<file path="src/rtl/vga_timing_pkg.sv">
// Shared raster constants and types for the 640x480@60 Hz display path.
// The overlay layers import the coordinate and colour widths from here as well.
package vga_timing_pkg;

  localparam int COORD_W = 10;
  localparam int RGB_W   = 3;

  localparam int VGA_H_ACTIVE = 640;
  localparam int VGA_H_FP     = 16;
  localparam int VGA_H_SYNC   = 96;
  localparam int VGA_H_BP     = 48;
  localparam int VGA_H_TOTAL  = VGA_H_ACTIVE + VGA_H_FP + VGA_H_SYNC + VGA_H_BP;

  localparam int VGA_V_ACTIVE = 480;
  localparam int VGA_V_FP     = 10;
  localparam int VGA_V_SYNC   = 2;
  localparam int VGA_V_BP     = 33;
  localparam int VGA_V_TOTAL  = VGA_V_ACTIVE + VGA_V_FP + VGA_V_SYNC + VGA_V_BP;

  typedef logic [COORD_W-1:0] coord_t;
  typedef logic [RGB_W-1:0]   rgb_t;

  // Per-pixel raster flags carried alongside the overlay pipeline.
  typedef struct packed {
    logic active;
    logic hs;
    logic vs;
  } raster_flags_t;

endpackage

</file>
<file path="src/rtl/sig_delay_line.sv">
// Parameterised-depth, parameterised-width shift register with async clear.
// Each bit clears to its own RST_VAL so delayed sync levels come out deasserted.
module sig_delay_line #(
  parameter int               DEPTH   = 1,
  parameter int               WIDTH   = 1,
  parameter logic [WIDTH-1:0] RST_VAL = '0
) (
  input  logic             clk,
  input  logic             rst_n,
  input  logic [WIDTH-1:0] d_i,
  output logic [WIDTH-1:0] q_o
);

  generate
    if (DEPTH == 0) begin : g_pass
      logic unused_clk_rst;
      assign unused_clk_rst = clk ^ rst_n;
      assign q_o = d_i;
    end else begin : g_shift
      logic [WIDTH-1:0] stage_q [DEPTH];

      // NOTE: every stage is cleared, not just the last; a stage left holding
      // pre-reset data would replay a stale sync or blank level after release.
      always_ff @(posedge clk or negedge rst_n) begin
        if (!rst_n) begin
          for (int i = 0; i < DEPTH; i++) stage_q[i] <= RST_VAL;
        end else begin
          stage_q[0] <= d_i;
          for (int i = 1; i < DEPTH; i++) stage_q[i] <= stage_q[i-1];
        end
      end

      assign q_o = stage_q[DEPTH-1];
    end
  endgenerate

endmodule

</file>
<file path="src/rtl/vga_timing_gen.sv">
// Raster counter plus registered output stage; sync and blank are delayed to
// line up with the overlay layers' colour latency at the connector.
module vga_timing_gen
  import vga_timing_pkg::*;
#(
  parameter int H_ACTIVE   = VGA_H_ACTIVE,
  parameter int H_FP       = VGA_H_FP,
  parameter int H_SYNC     = VGA_H_SYNC,
  parameter int H_BP       = VGA_H_BP,
  parameter int V_ACTIVE   = VGA_V_ACTIVE,
  parameter int V_FP       = VGA_V_FP,
  parameter int V_SYNC     = VGA_V_SYNC,
  parameter int V_BP       = VGA_V_BP,
  parameter bit HS_POL     = 1'b0,
  parameter bit VS_POL     = 1'b0,
  parameter int PIPE_DELAY = 1
) (
  input  logic               iVGA_CLK,
  input  logic               iRST_n,
  output logic [COORD_W-1:0] oVGA_X,
  output logic [COORD_W-1:0] oVGA_Y,
  output logic               oFrame_Start,
  output logic               oVBlank_Start,
  input  logic [RGB_W-1:0]   iRGB,
  output logic [RGB_W-1:0]   oVGA_RGB,
  output logic               oVGA_HS,
  output logic               oVGA_VS,
  output logic               oVGA_BLANK_n
);

  localparam int H_TOTAL = H_ACTIVE + H_FP + H_SYNC + H_BP;
  localparam int V_TOTAL = V_ACTIVE + V_FP + V_SYNC + V_BP;

  generate
    if (H_TOTAL >= 1024 || V_TOTAL >= 1024) begin : g_bad_total
      $error("vga_timing_gen: H_TOTAL/V_TOTAL must stay below 1024");
    end
    if (PIPE_DELAY < 0 || PIPE_DELAY > 7) begin : g_bad_delay
      $error("vga_timing_gen: PIPE_DELAY must be within 0..7");
    end
  endgenerate

  localparam coord_t H_LAST   = coord_t'(H_TOTAL - 1);
  localparam coord_t V_LAST   = coord_t'(V_TOTAL - 1);
  localparam coord_t H_ACT    = coord_t'(H_ACTIVE);
  localparam coord_t V_ACT    = coord_t'(V_ACTIVE);
  localparam coord_t HS_FIRST = coord_t'(H_ACTIVE + H_FP);
  localparam coord_t HS_AFTER = coord_t'(H_ACTIVE + H_FP + H_SYNC);
  localparam coord_t VS_FIRST = coord_t'(V_ACTIVE + V_FP);
  localparam coord_t VS_AFTER = coord_t'(V_ACTIVE + V_FP + V_SYNC);

  coord_t        h_cnt_q, h_cnt_d;
  coord_t        v_cnt_q, v_cnt_d;
  raster_flags_t raw_flags, dly_flags;
  rgb_t          rgb_q;
  logic          hs_q, vs_q, blank_n_q;
  logic          frame_start_q, vblank_start_q;

  // NOTE: every always_comb output gets a default first so no path can infer a latch.
  always_comb begin
    h_cnt_d = h_cnt_q + 1'b1;
    v_cnt_d = v_cnt_q;
    if (h_cnt_q == H_LAST) begin
      h_cnt_d = '0;
      v_cnt_d = (v_cnt_q == V_LAST) ? '0 : v_cnt_q + 1'b1;
    end
  end

  always_comb begin
    raw_flags.active = (h_cnt_q < H_ACT) && (v_cnt_q < V_ACT);
    raw_flags.hs     = (h_cnt_q >= HS_FIRST) && (h_cnt_q < HS_AFTER);
    raw_flags.vs     = (v_cnt_q >= VS_FIRST) && (v_cnt_q < VS_AFTER);
  end

  // PIPE_DELAY stages here plus the output register below give PIPE_DELAY+1.
  sig_delay_line #(
    .DEPTH  (PIPE_DELAY),
    .WIDTH  ($bits(raster_flags_t)),
    .RST_VAL('0)
  ) u_flag_dly (
    .clk  (iVGA_CLK),
    .rst_n(iRST_n),
    .d_i  (raw_flags),
    .q_o  (dly_flags)
  );

  // NOTE: sequential state uses non-blocking assignments so every register
  // samples the pre-edge values regardless of statement order.
  always_ff @(posedge iVGA_CLK or negedge iRST_n) begin
    if (!iRST_n) begin
      h_cnt_q        <= '0;
      v_cnt_q        <= '0;
      frame_start_q  <= 1'b0;
      vblank_start_q <= 1'b0;
      rgb_q          <= '0;
      blank_n_q      <= 1'b0;
      hs_q           <= ~HS_POL;
      vs_q           <= ~VS_POL;
    end else begin
      h_cnt_q        <= h_cnt_d;
      v_cnt_q        <= v_cnt_d;
      // Loaded from the next count so the pulse lines up with the target X/Y.
      frame_start_q  <= (h_cnt_d == '0) && (v_cnt_d == '0);
      vblank_start_q <= (h_cnt_d == '0) && (v_cnt_d == V_ACT);
      rgb_q          <= dly_flags.active ? iRGB : '0;
      blank_n_q      <= dly_flags.active;
      hs_q           <= dly_flags.hs ? HS_POL : ~HS_POL;
      vs_q           <= dly_flags.vs ? VS_POL : ~VS_POL;
    end
  end

  assign oVGA_X        = h_cnt_q;
  assign oVGA_Y        = v_cnt_q;
  assign oFrame_Start  = frame_start_q;
  assign oVBlank_Start = vblank_start_q;
  assign oVGA_RGB      = rgb_q;
  assign oVGA_HS       = hs_q;
  assign oVGA_VS       = vs_q;
  assign oVGA_BLANK_n  = blank_n_q;

endmodule
</file>
<file path="config.mk">
export PLATFORM = sky130hd
export DESIGN_NAME = vga_timing_gen
export DESIGN_NICKNAME = d
export VERILOG_FILES = /design/src/rtl/vga_timing_pkg.sv /design/src/rtl/sig_delay_line.sv /design/src/rtl/vga_timing_gen.sv
export SDC_FILE = /design/constraint.sdc
export NUM_CORES = 1
export LEC_CHECK = 0
export ABC_CLOCK_PERIOD_IN_PS = 2350
export BUFFER_PORTS_ARGS = -buffer_cell sky130_fd_sc_hd__buf_2
export CORE_ASPECT_RATIO = 1.2
export CORE_UTILIZATION = 53
export DETAILED_ROUTE_END_ITERATION = 8
export PLACE_DENSITY = 0.89
export SLEW_MARGIN = 5
export SYNTH_ARGS = -nofsm -noshare
export SYNTH_HDL_FRONTEND = slang
export SYNTH_SLANG_ARGS = --single-unit
</file>
<file path="constraint.sdc">
create_clock -name iVGA_CLK -period 2.35 [get_ports iVGA_CLK]
set_input_delay 0.1175 -clock iVGA_CLK [delete_from_list [all_inputs] [get_ports iVGA_CLK]]
set_output_delay 0.1175 -clock iVGA_CLK [all_outputs]
set_load 0.01 [all_outputs]
</file>
Yosys cells after proc, flatten, opt, wreduce, memory -nomap -nowiden:

Index checks and enable logic that the tools add are counted.

* bits in registers: 31
* bits of input ports: 5
* output and inout port bits: 28

* muxes and demuxes: 6
* reductions and logical operators: 7
* add/subtract/negate cells: 2
* equal/unequal tests: 3
* magnitude comparators: 6

Operator list (count)
* $mux 10: 3
* $add 10x1->10 const B: 2
* $eq 10x10->1 const B: 2
* $logic_not 10->1: 2
* $lt 10x10->1 const B: 2
* $lt 10x9->1 const B: 2
* $eq 10x9->1 const B: 1
* $ge 10x10->1 const B: 1
* $ge 10x9->1 const B: 1
* $logic_and 1x1->1: 5
* $mux 3: 1
* $mux 1: 2

Depth between registers and ports, before layout:

Gate-level depths: netlist of run 1.

* depth in word-level cells: 5
* depth in mapped cells: 8
* depth with buffers taken out: 7

Modules after synthesis:

A second synthesis of run 1 with hierarchy kept.

* cell total of the unflattened synthesis: 158
* area, all modules: 1577.8 um^2

By module, submodules not included
* vga_timing_gen: area each 1502.7 um^2, instances 1, cells each 155
* sig_delay_line: area each 75.1 um^2, instances 1, cells each 3

Worst setup path after synthesis of run 1:

OpenSTA, ideal clock, no wires.

* path kind: register to register
* from: register h_cnt_q[5], in the netlist oVGA_X[5]
* to: register frame_start_q, in the netlist oFrame_Start
* setup time: 0.101 ns
* stages on the path, launching flop included: 8
* setup slack: 0.262 ns
* clock period less this slack: 2.088 ns
* arrival: 1.987 ns
* cell sequence: dfrtp_1 > buf_6 > or2_1 > buf_6 > or4_4 > mux2_2 > o211ai_1 > nor4_1

* longest elaborated chain between the ends: 4

RTL lines
* start, declared: RTL line vga_timing_gen.sv:52 `coord_t h_cnt_q, h_cnt_d;`
* start signal, assigned: RTL line vga_timing_gen.sv:100 `h_cnt_q <= h_cnt_d;`
* $add 10x1->10 / $eq 10x10->1 (equally long branches): RTL line vga_timing_gen.sv:61, vga_timing_gen.sv:63
* $mux 10: RTL line vga_timing_gen.sv:63 `if (h_cnt_q == H_LAST) begin`
* $logic_not 10->1: RTL line vga_timing_gen.sv:103 `frame_start_q <= (h_cnt_d == '0) && (v_cnt_d == '0);`
* $logic_and 1x1->1 (*): RTL line vga_timing_gen.sv:103
* end signal, assigned: RTL line vga_timing_gen.sv:103
* end, declared: RTL line vga_timing_gen.sv:57 `logic frame_start_q, vblank_start_q;`

Every way passes the cells marked *; elsewhere a longest branch is shown, timed or not.

Worst setup path after layout of run 1:

* from: register v_cnt_q[9], in the netlist oVGA_Y[9]
* to: register frame_start_q, in the netlist oFrame_Start

* longest elaborated chain between the ends: 5

RTL lines
* start, declared: RTL line vga_timing_gen.sv:53 `coord_t v_cnt_q, v_cnt_d;`
* start signal, assigned: RTL line vga_timing_gen.sv:101 `v_cnt_q <= v_cnt_d;`
* $add 10x1->10 / $eq 10x10->1 (equally long branches): RTL line vga_timing_gen.sv:65 `v_cnt_d = (v_cnt_q == V_LAST) ? '0 : v_cnt_q + 1'b1;`
* $mux 10: RTL line vga_timing_gen.sv:65
* $mux 10 (*): RTL line vga_timing_gen.sv:63
* $logic_not 10->1 (*): RTL line vga_timing_gen.sv:103
* $logic_and 1x1->1 (*): RTL line vga_timing_gen.sv:103

Marked as above.

==> results of run 1 <==
[per-layer routing]
layer  part of all wire  up-vias
met5                  0        -
met4              0.016        0
met3              0.065        9
met2               0.50       65
met1               0.42      708
li1                   -      719
[cell type report]
class                   count  area share
well taps                  36     0.02173
clock buffers               5     0.01810
clock inverters             3     0.02112
repair buffers             44      0.1255
inverters                  15     0.02716
multi-input cells         121      0.4110
flip-flops and latches     31      0.3754
[worst paths after layout]
kind / from / end / slack (ps) / depth (start not counted)
setup / recovery: oVGA_Y[9]$_DFF_PN0_ / oFrame_Start$_DFF_PN0_ / 230 / 5
hold / removal: iRST_n / oVGA_Y[6]$_DFF_PN0_ / 330 / 2
setup reg to reg: oVGA_Y[9]$_DFF_PN0_ / oFrame_Start$_DFF_PN0_ / 230 / 5
hold reg to reg: u_flag_dly.q_o[1]$_DFF_PN0_ / oVGA_HS$_DFF_PN1_ / 360 / 1
max in group asynchronous: iRST_n / oVGA_Y[2]$_DFF_PN0_ / 1590 / 2
min in group iVGA_CLK: u_flag_dly.q_o[1]$_DFF_PN0_ / oVGA_HS$_DFF_PN1_ / 360 / 1
[registers in the layout, summed over array words and instances, names as in the netlist]
name and flops:
oVGA_RGB 3, oVGA_X 10, oVGA_Y 10, u_flag_dly.q_o 3
oFrame_Start 1, oVGA_VS 1, oVGA_BLANK_n 1, oVGA_HS 1
oVBlank_Start 1
[logic make-up after synthesis]
group                      after synthesis  synth area share
buffers and inverters                   27           0.07204
and+or+nand+nor                         74            0.2622
xor gates and xnor gates                13           0.06556
muxes                                    2           0.01225
adders and majority gates                4           0.02882
DFF                                     31            0.4481
AOI/OAI and AO/OA                       28            0.1109
[Yosys cell counts, drive strengths merged, types with 5 or more instances]
cell type,instances
nand3,7
a31oi,7
xnor2,10
inv,15
buf,8
nand2,9
nand4,10
o21ai,8
nor4,7
nor3,9
dfrtp,29
or2,5
nor2,8
[critical path: cells and delay by family (launching register included)]
kind	cells	cell delay [ps]
AO/OA/AOI/OAI	2	490
flip-flops	1	430
AND/OR/NAND/NOR	3	1100
[stage by stage]
step	power (mW)	instances	area [um^2]
floorplan	0.5502	179	1737
global placement	0.5654	243	1933
detailed placement	0.5659	243	1933
CTS	0.9907	255	2054
global route	1.015	255	2073
finish	0.9822	255	2073
[power groups by stage]
stage	logic (mW)	registers (mW)	clock network, mW
after global placement	0.0189	0.547	0
after floorplan	0.00174	0.548	0
after CTS	0.0243	0.536	0.430
after global routing	0.0274	0.537	0.451
final	0.0235	0.536	0.422
after detailed placement	0.0192	0.547	0
[what timing repair did]
item	CTS	global route
hold endpoints to repair	32	0
hold buffers	4	0
setup endpoints to repair	0	2
gates resized for setup	0	5
buffers inserted	0	0
==> impl_metrics.csv, run 1 <==
group,metric,value,unit
outcome,status,"complete, no violations",
synth,yosysSeqAreaShare,0.4481,
synth,ys_async_sr_fraction,1.000,
detailed_routing,ant_nets,0,
clocking,worstSkewPairLatency,350,ps
synth,ys_ff_latch,31,
power_and_ir_drop,cellPowerDensity,473.7,nW/um^2
sta,worst_slack,235.0,ps
clocking,cts_tree,"done",
setup_path,cp_data_arrival_time,2370,ps
power_and_ir_drop,combPwrFrac,0.024,
synth,syn_inst,179,
clocking,htree_levels,2,
clocking,ctsRootBufferMaster,"clkbuf_4",
power_and_ir_drop,pwr-share-seq,0.546,
floorplan,initial_core_util,0.5633,
sta,finalSetupViolations,0,
floorplan,die-area,3511,um^2
sta,hold_violations,0,
synth,synth_warnings,0,
floorplan,die_h,64.71,um
synth,netlist.area_leader.share,0.4179,
clocking,numCtsBuffers,5,
setup_path,critical_path_peak_fanout,5,
final_layout,fin_util,0.6725,
placement,gp_congestion,1.030,
floorplan,io_pins,33,
sta,tightest_slew,660.1,ps
setup_path,cp_slowest_cell,"nor3b_1",
sta,slew_headroom,0.5600,
setup_path,critPathMaxStageDelay,560,ps
synth,synthTopCellsByArea,"dfrtp_1, xnor2_1, nand4_1, inv_1, dfstp_2",
detailed_routing,vias,1501,
floorplan,die_x,54.26,um
detailed_routing,drtIter0Drc,80,
detailed_routing,drt-total-wl,3848,um
global_routing,antenna_found_initial,0,
setup_path,worstSetupEndpointType,"flop",
clocking,cts_sinks,31,
sta,fin_crit_sh,0.9000,
global_routing,gr-max-usage-layer,"met2",
min_path,hold_class,"input port to async pin",
placement,dp_hpwl,2771,um
detailed_routing,drc,0,
clocking,path_clk_slew,110,ps
placement,port_buffers,32,
power_and_ir_drop,p_sw_frac,0.2170,
setup_path,critPathKind,"flop to flop",
power_and_ir_drop,switchingPower,0.2131,mW
synth,ys_types,43,
synth,yosysTopAreaCell,"dfrtp_1",
global_routing,grtUsageMet2,0.3918,
sta,drv_slew,0,
global_routing,grt.total_usage,0.2572,
sta,whs,327.1,ps
sta,max_freq,0.4728,GHz
synth,yosys_most_used_dff,"dfrtp_1",
power_and_ir_drop,p_leak,0.9557,nW
synth,synth_area,1737,um^2
global_routing,use_met1,0.3268,
detailed_routing,avgViaCountPerCell,5.886,
sta,setup_tns,0,ps
final_layout,fill_cells,240,
power_and_ir_drop,p_int,0.7690,mW
synth,avgSynthCellArea,9.702,um^2
global_routing,grt_overflow,0,
final_layout,area_growth,19.38,%
setup_path,cp.required,2600,ps
power_and_ir_drop,ir_drop,0.0006115,V
floorplan,core,3083,um^2
synth,syn_nets,188,
global_routing,grt_max_degree,32,
global_routing,grt_pass1_wl,6486,um
global_routing,grt_pass1_vias,1396,
floorplan,rows,22,
final_layout,final_common_cell,"buf_2",
sta,fin_crit,2115,ps
final_layout,final_nets,227,
final_layout,layout_common_cells,"buf_2, dfrtp_1, inv_1, nand4_1, xnor2_1",
clocking,cts_max_path_buffers,2,
global_routing,grtUsageMet3,0.07512,
sta,clock-skew-final,12.83,ps
final_layout,multiInputGateArea,852.1,um^2
setup_path,worstPathCellList,"nor3b_1, nand3_2, a31oi_1, o211ai_1, nor4_1",
synth,synth_edf_count,0,
run,max-cap-violations,0,
final_layout,n_antenna_cell,0,
power_and_ir_drop,clkPwrFrac,0.430,
final_layout,drive_above_1_share,0.2877,
final_layout,regArea,778.2,um^2
placement,post-place-ws,127.5,ps
detailed_routing,first_pass_iters,4,
detailed_routing,post_drt_wl_per_cell,15.09,um
setup_path,critPathLaunchType,"flop",
sta,rsz0062_at_grt,"false",
(Power assumes the default switching activity.)
==> run 2, diff against run 1 <==
PLACE_DENSITY = 0.77   (was 0.89)
==> impl_metrics.csv, run 2 (synthesis results as in run 1) <==
group,metric,value,unit
sta,finalSetupViolations,0,
floorplan,die-area,3511,um^2
floorplan,rows,22,
sta,worst_slack,171.6,ps
detailed_routing,avgViaCountPerCell,5.992,
floorplan,initial_core_util,0.5633,
floorplan,die_x,54.26,um
sta,rsz0062_at_grt,"false",
global_routing,grt.total_usage,0.2533,
power_and_ir_drop,clkPwrFrac,0.357,
sta,drv_slew,0,
global_routing,grt_pass1_wl,6251,um
sta,clock-skew-final,11.23,ps
final_layout,final_area,2021,um^2
global_routing,grt_pass1_vias,1361,
setup_path,critPathKind,"flop to flop",
clocking,post-cts-setup-buffers,0,
final_layout,final_nets,225,
sta,tightest_slew,668.0,ps
floorplan,core,3083,um^2
detailed_routing,ant_nets,0,
final_layout,drive_above_1_share,0.2765,
sta,slew_headroom,0.5547,
global_routing,grt_overflow,0,
floorplan,die_h,64.71,um
sta,hold_violations,0,
outcome,status,"complete, no violations",
setup_path,worstSetupEndpointType,"flop",
clocking,cts_sinks,31,
power_and_ir_drop,p_sw_frac,0.2428,
min_path,hold_class,"input port to async pin",
sta,fin_crit,2178,ps
setup_path,critPathMaxStageDelay,610,ps
run,max-cap-violations,0,
clocking,path_clk_slew,110,ps
power_and_ir_drop,ir_drop,0.0003422,V
placement,port_buffers,32,
placement,dpl-instance-area,1918,um^2
placement,dp_hpwl,2854,um
power_and_ir_drop,p_leak,0.9138,nW
sta,max_freq,0.4591,GHz
placement,gp_congestion,0.9756,
power_and_ir_drop,switchingPower,0.2115,mW
global_routing,grt_max_degree,32,
clocking,cts_tree,"done",
final_layout,layout_common_cells,"buf_2, dfrtp_1, inv_1, nand4_1, xnor2_1",
detailed_routing,post_drt_wl_per_cell,15.86,um
power_and_ir_drop,combPwrFrac,0.027,
detailed_routing,drtIter0Drc,40,
clocking,numCtsBuffers,5,
setup_path,critical_path_peak_fanout,11,
setup_path,critPathLaunchType,"flop",
final_layout,n_antenna_cell,0,
detailed_routing,drc,0,
placement,post-place-ws,174.4,ps
sta,fin_crit_sh,0.9270,
clocking,ctsRootBufferMaster,"clkbuf_4",
detailed_routing,drt-total-wl,4013,um
detailed_routing,first_pass_iters,4,
setup_path,cp_slowest_cell,"or4_4",
clocking,htree_levels,2,
final_layout,fill_cells,270,
setup_path,worstPathCellList,"nand4b_1, or4_4, mux2_2, o211ai_1, nor4_1",
power_and_ir_drop,cellPowerDensity,431.0,nW/um^2
setup_path,cp.required,2590,ps
floorplan,io_pins,33,
power_and_ir_drop,pwr-share-seq,0.616,
power_and_ir_drop,p_int,0.6595,mW
final_layout,area_growth,16.35,%
clocking,cts_max_path_buffers,2,
global_routing,antenna_found_initial,0,
clocking,worstSkewPairLatency,350,ps
setup_path,cp_data_arrival_time,2420,ps
final_layout,final_common_cell,"buf_2",
sta,setup_tns,0,ps
detailed_routing,vias,1516,
==> run 2: cell count changes in the layout (fill, tap and decap cells not counted) <==
cell	previous run	this run
clkinv_4	1	0
nand3_1	5	6
nor4b_2	0	1
bufinv_16	1	0
nor4b_4	1	0
nand3_2	2	1
clkinvlp_4	0	2
buf_4	8	6
==> run 2: worst paths after layout <==
| kind | from | to | slack (ps) | depth (start not counted) |
|---|---|---|---|---|
| min | iRST_n | oVGA_X[2]$_DFF_PN0_ | 330 | 2 |
| min reg2reg | u_flag_dly.q_o[0]$_DFF_PN0_ | oVGA_VS$_DFF_PN1_ | 350 | 1 |
| max in group asynchronous | iRST_n | oVGA_Y[2]$_DFF_PN0_ | 1580 | 2 |
| max | oVGA_X[4]$_DFF_PN0_ | oFrame_Start$_DFF_PN0_ | 170 | 5 |
| max reg2reg | oVGA_X[4]$_DFF_PN0_ | oFrame_Start$_DFF_PN0_ | 170 | 5 |
| min in group iVGA_CLK | u_flag_dly.q_o[0]$_DFF_PN0_ | oVGA_VS$_DFF_PN1_ | 350 | 1 |
==> run 2: layer usage <==
layer | vias up | track usage | wire length [um]
met3 | 11 | 0.07981 | 210
met4 | 0 | 0.1474 | 111
met2 | 52 | 0.3811 | 1998
met5 | - | 0 | 0
met1 | 734 | 0.3087 | 1693
li1 | 719 | - | -
==> run 2: worst max-delay path, delay by kind of cell (launching register included) <==
family	cells	cell delay, ps
multiplexers	1	250
AND/OR/NAND/NOR	3	1190
flip-flops	1	550
AO/OA/AOI/OAI	1	100
==> run 2: layout make-up <==
type                       count  area [um^2]  share of cell area
multi-input combinational    121        838.3              0.4149
sequential                    31        778.2              0.3851
timing repair buffer          42        245.2              0.1214
inverter                      15        56.30             0.02786
tap                           36        45.04             0.02229
clock buffer                   5        37.54             0.01858
clock inverter                 3        20.02            0.009907
==> run 2: metrics by stage <==
| stage | hold WS, ps | cells | total power [mW] | utilization |
|---|---|---|---|---|
| floorplan | -178.1 | 179 | 0.5502 | - |
| global placement | 179.7 | 241 | 0.5656 | 0.6222 |
| detailed placement | 189.1 | 241 | 0.5659 | 0.6222 |
| CTS | 353.3 | 253 | 0.8800 | 0.6538 |
| global route | 373.4 | 253 | 0.9118 | 0.6554 |
| finish | 330.8 | 253 | 0.8710 | 0.6554 |
==> run 2: power groups by stage <==
stage	Clock, mW	Combinational (mW)	Sequential, mW
after floorplan	0	0.00174	0.548
after global placement	0	0.0190	0.547
after detailed placement	0	0.0192	0.547
after CTS	0.319	0.0243	0.536
after global routing	0.347	0.0274	0.537
final	0.311	0.0236	0.536
==> run 2: repair_timing <==
item,4_1_cts,5_1_grt
gates resized for setup,0,3
hold buffers,4,0
hold endpoints to repair,32,0
endpoints found under the setup margin,0,2
==> run 3, diff against run 2 <==
CORE_UTILIZATION = 40   (was 53)
PLACE_DENSITY = unset   (was 0.77)
==> impl_metrics.csv, run 3 (synthesis results as in run 1) <==
group,metric,value,unit
final_layout,area_growth,20.68,%
power_and_ir_drop,switchingPower,0.2090,mW
sta,max_freq,0.4544,GHz
floorplan,die_x,62.15,um
placement,dp_hpwl,3007,um
sta,whs,48.47,ps
detailed_routing,wl_met1,1815,um
final_layout,n_antenna_cell,0,
setup_path,cp.required,2520,ps
detailed_routing,vias,1473,
power_and_ir_drop,combPwrFrac,0.019,
detailed_routing,ant_nets,0,
placement,gp_congestion,0.9007,
setup_path,rrSetupSlack,150,ps
detailed_routing,drc,0,
floorplan,core,4035,um^2
sta,drv_slew,0,
clocking,path_clk_slew,60,ps
clocking,cts_sinks,31,
power_and_ir_drop,p_leak,0.9663,nW
final_layout,final_nets,224,
clocking,cts_tree,"done",
final_layout,drive_above_1_share,0.2917,
final_layout,final_common_cell,"buf_2",
setup_path,critical_path_peak_fanout,8,
detailed_routing,drt-total-wl,4038,um
sta,fin_crit_sh,0.9365,
placement,place_inst,261,
clocking,numCtsBuffers,5,
global_routing,grt_pass1_wl,6810,um
clocking,post-cts-setup-buffers,0,
placement,port_buffers,32,
power_and_ir_drop,p_int,0.8099,mW
floorplan,rows,25,
power_and_ir_drop,ir_drop,0.0002268,V
floorplan,die-area,4610,um^2
min_path,hold_class,"input port to flop",
final_layout,layout_common_cells,"buf_2, dfrtp_1, inv_1, nand4_1, xnor2_1",
detailed_routing,first_pass_iters,4,
clocking,cts_max_path_buffers,2,
detailed_routing,route.met2.wl,1955,um
detailed_routing,drtIter0Drc,99,
sta,tightest_slew,681.7,ps
sta,slew_headroom,0.5456,
power_and_ir_drop,p_sw_frac,0.2051,
setup_path,cp_data_arrival_time,2370,ps
sta,clock-skew-final,5.775,ps
sta,hold_violations,0,
floorplan,io_pins,33,
detailed_routing,post_drt_wl_per_cell,14.96,um
run,max-cap-violations,0,
global_routing,grt_pass1_vias,1367,
floorplan,die_h,74.18,um
setup_path,critPathKind,"flop to flop",
power_and_ir_drop,cellPowerDensity,486.1,nW/um^2
global_routing,grt_overflow,0,
power_and_ir_drop,total_power,1.019,mW
setup_path,ff2ff_path_depth,5,
clocking,worstSkewPairLatency,290,ps
setup_path,worstSetupEndpointType,"flop",
global_routing,grt.total_usage,0.1943,
floorplan,initial_core_util,0.4304,
power_and_ir_drop,clkPwrFrac,0.454,
final_layout,fin_cells,270,
sta,rsz0062_at_grt,"false",
clocking,ctsRootBufferMaster,"clkbuf_8",
min_path,hold_depth,2,
sta,finalSetupViolations,0,
detailed_routing,wl_met3,202,um
clocking,htree_levels,2,
outcome,status,"complete, no violations",
power_and_ir_drop,pwr-share-seq,0.527,
global_routing,grt_max_degree,32,
final_layout,fin_util,0.5194,
sta,setup_tns,0,ps
detailed_routing,avgViaCountPerCell,5.456,
sta,fin_crit,2201,ps
global_routing,antenna_found_initial,0,
setup_path,critPathLaunchType,"flop",
detailed_routing,highest_layer,"met4",
[run 3: changes by cell type in the layout (fill, tap and decap cells not counted), sizes merged]
cell / before / now
dlygate4sd3: 4 / 1
clkinv: 1 / 0
buf: 38 / 40
clkinvlp: 2 / 0
clkbuf: 5 / 8
[run 3: final cells by class]
| type | count | area (um^2) |
|---|---|---|
| timing repair buffer | 41 | 230.2 |
| fill | 394 | 1939 |
| clock buffer | 8 | 100.1 |
| multi-input combinational | 121 | 862.1 |
| tap | 54 | 67.56 |
| sequential | 31 | 779.5 |
| inverter | 15 | 56.30 |
[run 3: layer usage]
layer	up-vias	track usage
met5	-	0
met4	0	0.09302
met3	5	0.03834
met2	59	0.3175
met1	698	0.2510
li1	711	-
[run 3: power by group through the flow]
| stage | Clock [mW] | Combinational [mW] | Sequential (mW) |
|---|---|---|---|
| after detailed placement | 0 | 0.0198 | 0.547 |
| final | 0.462 | 0.0198 | 0.537 |
| after global placement | 0 | 0.0194 | 0.547 |
| after floorplan | 0 | 0.00174 | 0.548 |
| after global routing | 0.494 | 0.0234 | 0.536 |
| after CTS | 0.477 | 0.0212 | 0.537 |
[run 3: path summary, 6_finish.rpt]
| check | startpoint | to |
|---|---|---|
| hold reg to reg | u_flag_dly.q_o[1]$_DFF_PN0_ | oVGA_HS$_DFF_PN1_ |
| setup / recovery | oVGA_X[7]$_DFF_PN0_ | oFrame_Start$_DFF_PN0_ |
| hold / removal | iRGB[1] | oVGA_RGB[1]$_DFF_PN0_ |
| max in group asynchronous | iRST_n | oVGA_X[4]$_DFF_PN0_ |
| setup reg to reg | oVGA_X[7]$_DFF_PN0_ | oFrame_Start$_DFF_PN0_ |
| min in group asynchronous | iRST_n | oVGA_X[2]$_DFF_PN0_ |
[run 3: stage by stage]
stage               setup WS (ps)  area [um^2]
detailed placement          178.1         1956
global placement            227.5         1956
CTS                         148.7         2066
finish                      149.3         2096
global route                43.03         2096
floorplan                   261.8         1737
[run 3: repair_timing]
action / CTS / global route
setup endpoints to repair: 0 / 2
resized for setup: 0 / 6
hold buffers: 1 / 0
endpoints found under the hold margin: 29 / 0
[run 3: worst max-delay path, cell delays in order (launching register included)]
cell and delay, ps:
dfrtp_1 450, nand4b_1 370, or4_4 630, mux2_2 250, o211ai_1 80, nor4_1 300
